### src/rtl/pipeline_hazard_controller.sv
// Stall/flush sequencer for the 5-stage pipeline: turns load-use, branch, data-memory wait
// and halt events into pipeline-register enables/flushes, plus a memory watchdog and stall counter.
module pipeline_hazard_controller #(
   parameter int MEM_TIMEOUT  = 64,
   parameter int DRAIN_CYCLES = 3,
   parameter int CNT_W        = 32
) (
   input  logic             clk,
   input  logic             rst,
   input  logic [4:0]       if_id_rs1,
   input  logic [4:0]       if_id_rs2,
   input  logic             if_id_use_rs1,
   input  logic             if_id_use_rs2,
   input  logic             id_ex_memread,
   input  logic [4:0]       id_ex_rd,
   input  logic             ex_branch_taken,
   input  logic             dmem_req,
   input  logic             dmem_ready,
   input  logic             halt_req,
   input  logic             resume,
   output logic             pc_write,
   output logic             pc_redirect,
   output logic             if_id_write,
   output logic             if_id_flush,
   output logic             id_ex_write,
   output logic             id_ex_flush,
   output logic             ex_mem_write,
   output logic             mem_wb_bubble,
   output logic             halted,
   output logic             mem_timeout_err,
   output logic [CNT_W-1:0] stall_cycles
);

   localparam int TW = $clog2(MEM_TIMEOUT + 1);
   localparam int DW = $clog2(DRAIN_CYCLES + 1);
   localparam logic [TW-1:0] TMO_LIM = TW'(MEM_TIMEOUT);
   localparam logic [DW-1:0] DRN_LIM = DW'(DRAIN_CYCLES);

   typedef enum logic [2:0] {
      S_RUN,
      S_MEM_WAIT,
      S_DRAIN,
      S_HALTED,
      S_ERROR
   } state_t;

   state_t           state_q, state_d;
   logic [TW-1:0]    tmo_q, tmo_d;
   logic [DW-1:0]    drain_q, drain_d;
   logic [CNT_W-1:0] stall_q, stall_d;

   logic lu, ms;

   assign lu = id_ex_memread && (id_ex_rd != 5'd0) &&
               ((if_id_use_rs1 && (if_id_rs1 == id_ex_rd)) ||
                (if_id_use_rs2 && (if_id_rs2 == id_ex_rd)));
   assign ms = dmem_req && !dmem_ready;

   assign stall_cycles = stall_q;

   // NOTE: every output and next-state signal gets a default first so no path leaves a latch.
   always_comb begin
      pc_write        = 1'b1;
      pc_redirect     = 1'b0;
      if_id_write     = 1'b1;
      if_id_flush     = 1'b0;
      id_ex_write     = 1'b1;
      id_ex_flush     = 1'b0;
      ex_mem_write    = 1'b1;
      mem_wb_bubble   = 1'b0;
      halted          = 1'b0;
      mem_timeout_err = 1'b0;
      state_d         = state_q;
      tmo_d           = tmo_q;
      drain_d         = drain_q;
      stall_d         = stall_q;

      if (rst) begin
         pc_write      = 1'b0;
         if_id_write   = 1'b0;
         id_ex_write   = 1'b0;
         ex_mem_write  = 1'b0;
         if_id_flush   = 1'b1;
         id_ex_flush   = 1'b1;
         mem_wb_bubble = 1'b1;
      end else begin
         case (state_q)
            S_RUN, S_MEM_WAIT: begin
               if (ms) begin
                  // Freeze everything up to EX/MEM; a pending branch waits until memory completes.
                  pc_write      = 1'b0;
                  if_id_write   = 1'b0;
                  id_ex_write   = 1'b0;
                  ex_mem_write  = 1'b0;
                  mem_wb_bubble = 1'b1;
                  if (state_q == S_RUN) begin
                     state_d = S_MEM_WAIT;
                     tmo_d   = TW'(1);
                  end else if ((tmo_q + TW'(1)) >= TMO_LIM) begin
                     state_d = S_ERROR;
                  end else begin
                     tmo_d = tmo_q + TW'(1);
                  end
               end else begin
                  state_d = S_RUN;
                  if (ex_branch_taken) begin
                     pc_redirect = 1'b1;
                     if_id_flush = 1'b1;
                     id_ex_flush = 1'b1;
                  end else if (lu) begin
                     pc_write    = 1'b0;
                     if_id_write = 1'b0;
                     id_ex_flush = 1'b1;
                  end else if (halt_req) begin
                     pc_write    = 1'b0;
                     if_id_flush = 1'b1;
                     state_d     = S_DRAIN;
                     drain_d     = DW'(1);
                  end
               end
            end

            S_DRAIN: begin
               pc_write    = 1'b0;
               if_id_flush = 1'b1;
               if (ms) begin
                  if_id_write   = 1'b0;
                  id_ex_write   = 1'b0;
                  ex_mem_write  = 1'b0;
                  mem_wb_bubble = 1'b1;
               end else if (drain_q == DRN_LIM) begin
                  state_d = S_HALTED;
               end else begin
                  drain_d = drain_q + DW'(1);
               end
            end

            S_HALTED: begin
               halted        = 1'b1;
               pc_write      = 1'b0;
               if_id_write   = 1'b0;
               id_ex_write   = 1'b0;
               ex_mem_write  = 1'b0;
               mem_wb_bubble = 1'b1;
               if (resume) state_d = S_RUN;
            end

            S_ERROR: begin
               mem_timeout_err = 1'b1;
               pc_write        = 1'b0;
               if_id_write     = 1'b0;
               id_ex_write     = 1'b0;
               ex_mem_write    = 1'b0;
               mem_wb_bubble   = 1'b1;
            end

            default: state_d = S_RUN;
         endcase

         if (!pc_write && (state_q inside {S_RUN, S_MEM_WAIT, S_DRAIN}) && (stall_q != '1))
            stall_d = stall_q + CNT_W'(1);
      end
   end

   // NOTE: reset is synchronous, so it lives inside the clocked block and is only seen on an edge.
   always_ff @(posedge clk) begin
      if (rst) begin
         state_q <= S_RUN;
         tmo_q   <= '0;
         drain_q <= '0;
         stall_q <= '0;
      end else begin
         state_q <= state_d;
         tmo_q   <= tmo_d;
         drain_q <= drain_d;
         stall_q <= stall_d;
      end
   end

endmodule
### config.mk
export PLATFORM = sky130hd
export DESIGN_NAME = pipeline_hazard_controller
export DESIGN_NICKNAME = d
export VERILOG_FILES = /design/src/rtl/pipeline_hazard_controller.sv
export SDC_FILE = /design/constraint.sdc
export NUM_CORES = 1
export LEC_CHECK = 0
export ABC_AREA = 1
export BUFFER_PORTS_ARGS = -buffer_cell sky130_fd_sc_hd__buf_2
export CAP_MARGIN = 10
export CORE_MARGIN = 2
export CORE_UTILIZATION = 45
export CTS_CLUSTER_DIAMETER = 120
export DETAILED_ROUTE_END_ITERATION = 10
export PLACE_DENSITY_LB_ADDON = 0.2
export SYNTH_ARGS = -nofsm -noshare
export SYNTH_HDL_FRONTEND = slang
export SYNTH_SLANG_ARGS = --single-unit
### constraint.sdc
create_clock -name clk -period 2.7 [get_ports clk]
set_input_delay 0.54 -clock clk [delete_from_list [all_inputs] [get_ports clk]]
set_output_delay 0.54 -clock clk [all_outputs]
set_load 0.02 [all_outputs]
==> results.sh <==
export IMPL_rows=29
export IMPL_slew_headroom=0.698
export IMPL_ys_warn_count=0
export IMPL_synth_edff_count=0
export IMPL_maxCapViolations=0
export IMPL_setup_viol=0
export IMPL_hold_buffers=0
export IMPL_via_per_inst=5.13
export IMPL_initial_utilization=0.471
export IMPL_seq_area_frac_synth=0.290
export IMPL_final_cell_count_no_fill=615
export IMPL_syn_inst=473
export IMPL_crit_path_start_kind="flop"
export IMPL_synthArstFlopShare=0
export IMPL_cts_buffers_inserted=5
export IMPL_max_freq_mhz=406
export IMPL_die_w_um=86.2
export IMPL_n_fill_cell=702
export IMPL_hold_ws_ns=0.468
export IMPL_final_antenna_net_count=0
export IMPL_worstSetupEndpointType="primary output"
export IMPL_status="completed"
export IMPL_period_share=0.912
export IMPL_clock_sinks=44
export IMPL_synth_nets=501
export IMPL_worstSetupPathType="reg -> out"
export IMPL_fin_skew_ns=0.00618
export IMPL_drt_total_wl_mm=7.47
export IMPL_avgSynthCellArea_um2=6.43
export IMPL_ctsResizeCount=0
export IMPL_drtPass1Iterations=4
export IMPL_synth_largest_area_cell="dfxtp_1"
export IMPL_die_y_um=86.2
export IMPL_gr_total_overflow=0
export IMPL_grt_antenna_before_repair=0
export IMPL_placed_cells=607
export IMPL_drv_slew=0
export IMPL_cts_setup_buffers=0
export IMPL_path_max_fanout=7
export IMPL_h_tree_depth=2
export IMPL_peakVddDrop_v=0.000213
export IMPL_grt_max_degree=33
export IMPL_first_global_vias=2924
export IMPL_leakagePower_uw=0.00154
export IMPL_drive_above_1_share=0.212
export IMPL_area_growth_pct=15.3
export IMPL_total_power_uw=1450
export IMPL_clk_path_buf_depth=2
export IMPL_clock_latency_ns=0.30
export IMPL_synthTopCellsByCount="nand2_1 (165), inv_1 (50), nor2_1 (45)"
export IMPL_core_mm2=0.00646
export IMPL_multiInputGateArea_mm2=0.00187
export IMPL_synth_top_flop_cell="dfxtp_1"
export IMPL_cts_tree="built"
export IMPL_post_synth_top_area_fraction=0.290
export IMPL_setup_tns_final_ns=0
export IMPL_detailed_place_hpwl_mm=5.86
export IMPL_synth_seq_cells=44
export IMPL_gp_congestion=0.984
export IMPL_hold_path_class="reg -> reg"
export IMPL_synth_most_common_cell="nand2_1"
export IMPL_die_area_mm2=0.00743
export IMPL_rsz0062_at_grt="false"
export IMPL_post_drt_wl_per_cell_um=12.2
export IMPL_syn_area_mm2=0.00304
export IMPL_antenna_cells=0
export IMPL_path_clk_slew_ns=0.08
export IMPL_grt_first_pass_wirelength_mm=13.2
export IMPL_vias=3156
export IMPL_post_route_drc_count=0
export IMPL_cts_root_buffer="clkbuf_8"
export IMPL_min_period_ns=2.46
export IMPL_drt_initial_drc_count=164
export IMPL_gr_usage_all_layers=0.215
export IMPL_num_io_pins=67
export IMPL_nNetsFinal=565
export IMPL_hold_viol=0
export IMPL_fin_util=0.543
export IMPL_power_density_mw_per_mm2=414
export IMPL_synth_cell_type_count=38
export IMPL_synthTopCellsByArea="dfxtp_1 (29%), nand2_1 (20%), inv_1 (6.2%)"
export IMPL_worstPathArrival_ns=1.92
export IMPL_port_buffer_count=66
export IMPL_tightest_slew_ns=0.450
export IMPL_seq_area_um2=881
export IMPL_required_ns=2.16
==> critical path, stage by stage, from the launching register on <==
cell and delay [ns]:
dfxtp_1 0.36, nor2_1 0.21, inv_1 0.14, nor2_1 0.32
nand2_2 0.19, a41oi_1 0.22, buf_2 0.19
==> metal layers <==
layer  up-vias  part of all wire  track usage
met4         0             0.016       0.0568
li1       1637                 -            -
met3        12             0.047       0.0400
met2        65              0.46        0.356
met5         -                 0            0
met1      1442              0.48        0.288
==> layout by cell type (no fill, tap or decap), types with 2 or more instances in the layout <==
cell type	n
nor3_1	14
clkbuf_8	6
dfxtp_1	44
nor2_4	2
a21oi_1	20
nand3_2	2
nand2_1	165
o21ai_0	8
nand3_1	17
xor2_1	19
nand4_1	9
a31oi_1	2
ha_1	3
nor4_1	7
xnor2_1	12
nor2_2	2
nor2_1	45
clkinv_2	2
nand2_2	2
inv_2	5
buf_4	3
buf_2	66
a21oi_2	20
inv_1	50
==> layout make-up <==
class / instances / area share
timing repair buffer: 69 / 0.101
inverter: 56 / 0.0600
clock buffer: 6 / 0.0236
tap: 77 / 0.0275
multi-input combinational: 361 / 0.534
sequential: 44 / 0.251
clock inverter: 2 / 0.00286
==> where the power goes <==
group | switching (uW) | internal [uW]
combinational | 235 | 98.0
clock | 227 | 204
sequential | 22.3 | 667
total | 484 | 969
==> cell families (layout without fill, tap and decap cells) <==
group,Yosys count,after routing,share of synthesized area
AND/OR/NAND/NOR,273,273,0.396
buffers and inverters,68,133,0.0942
AO/OA/AOI/OAI,54,54,0.119
flip-flops,44,44,0.290
XOR/XNOR,31,31,0.0893
adder cells (fa/ha/maj),3,3,0.0123
==> stage by stage <==
stage                     setup WS (ns)  area (um2)
after floorplan                   0.521        3040
after global placement            0.440        3410
after detailed placement          0.364        3410
after CTS                         0.251        3510
after global routing              0.124        3510
final                             0.237        3510
==> registers in the layout (all words and copies together) (netlist names) <==
| name | count |
|---|---|
| stall_cycles | 32 |
| tmo_q | 7 |
| state_q | 3 |
| drain_q | 2 |
==> path summary, 6_finish.rpt <==
path | from | endpoint | slack [ns] | cells past startpoint
worst max-delay path | state_q[2] | if_id_write | 0.24 | 6
worst min-delay path | tmo_q[6] | tmo_q[6] | 0.47 | 2
worst min register to register | tmo_q[6] | tmo_q[6] | 0.47 | 2
worst max register to register | stall_cycles[0] | stall_cycles[15] | 0.61 | 9
Note: power is estimated with default switching activity, not from simulation.
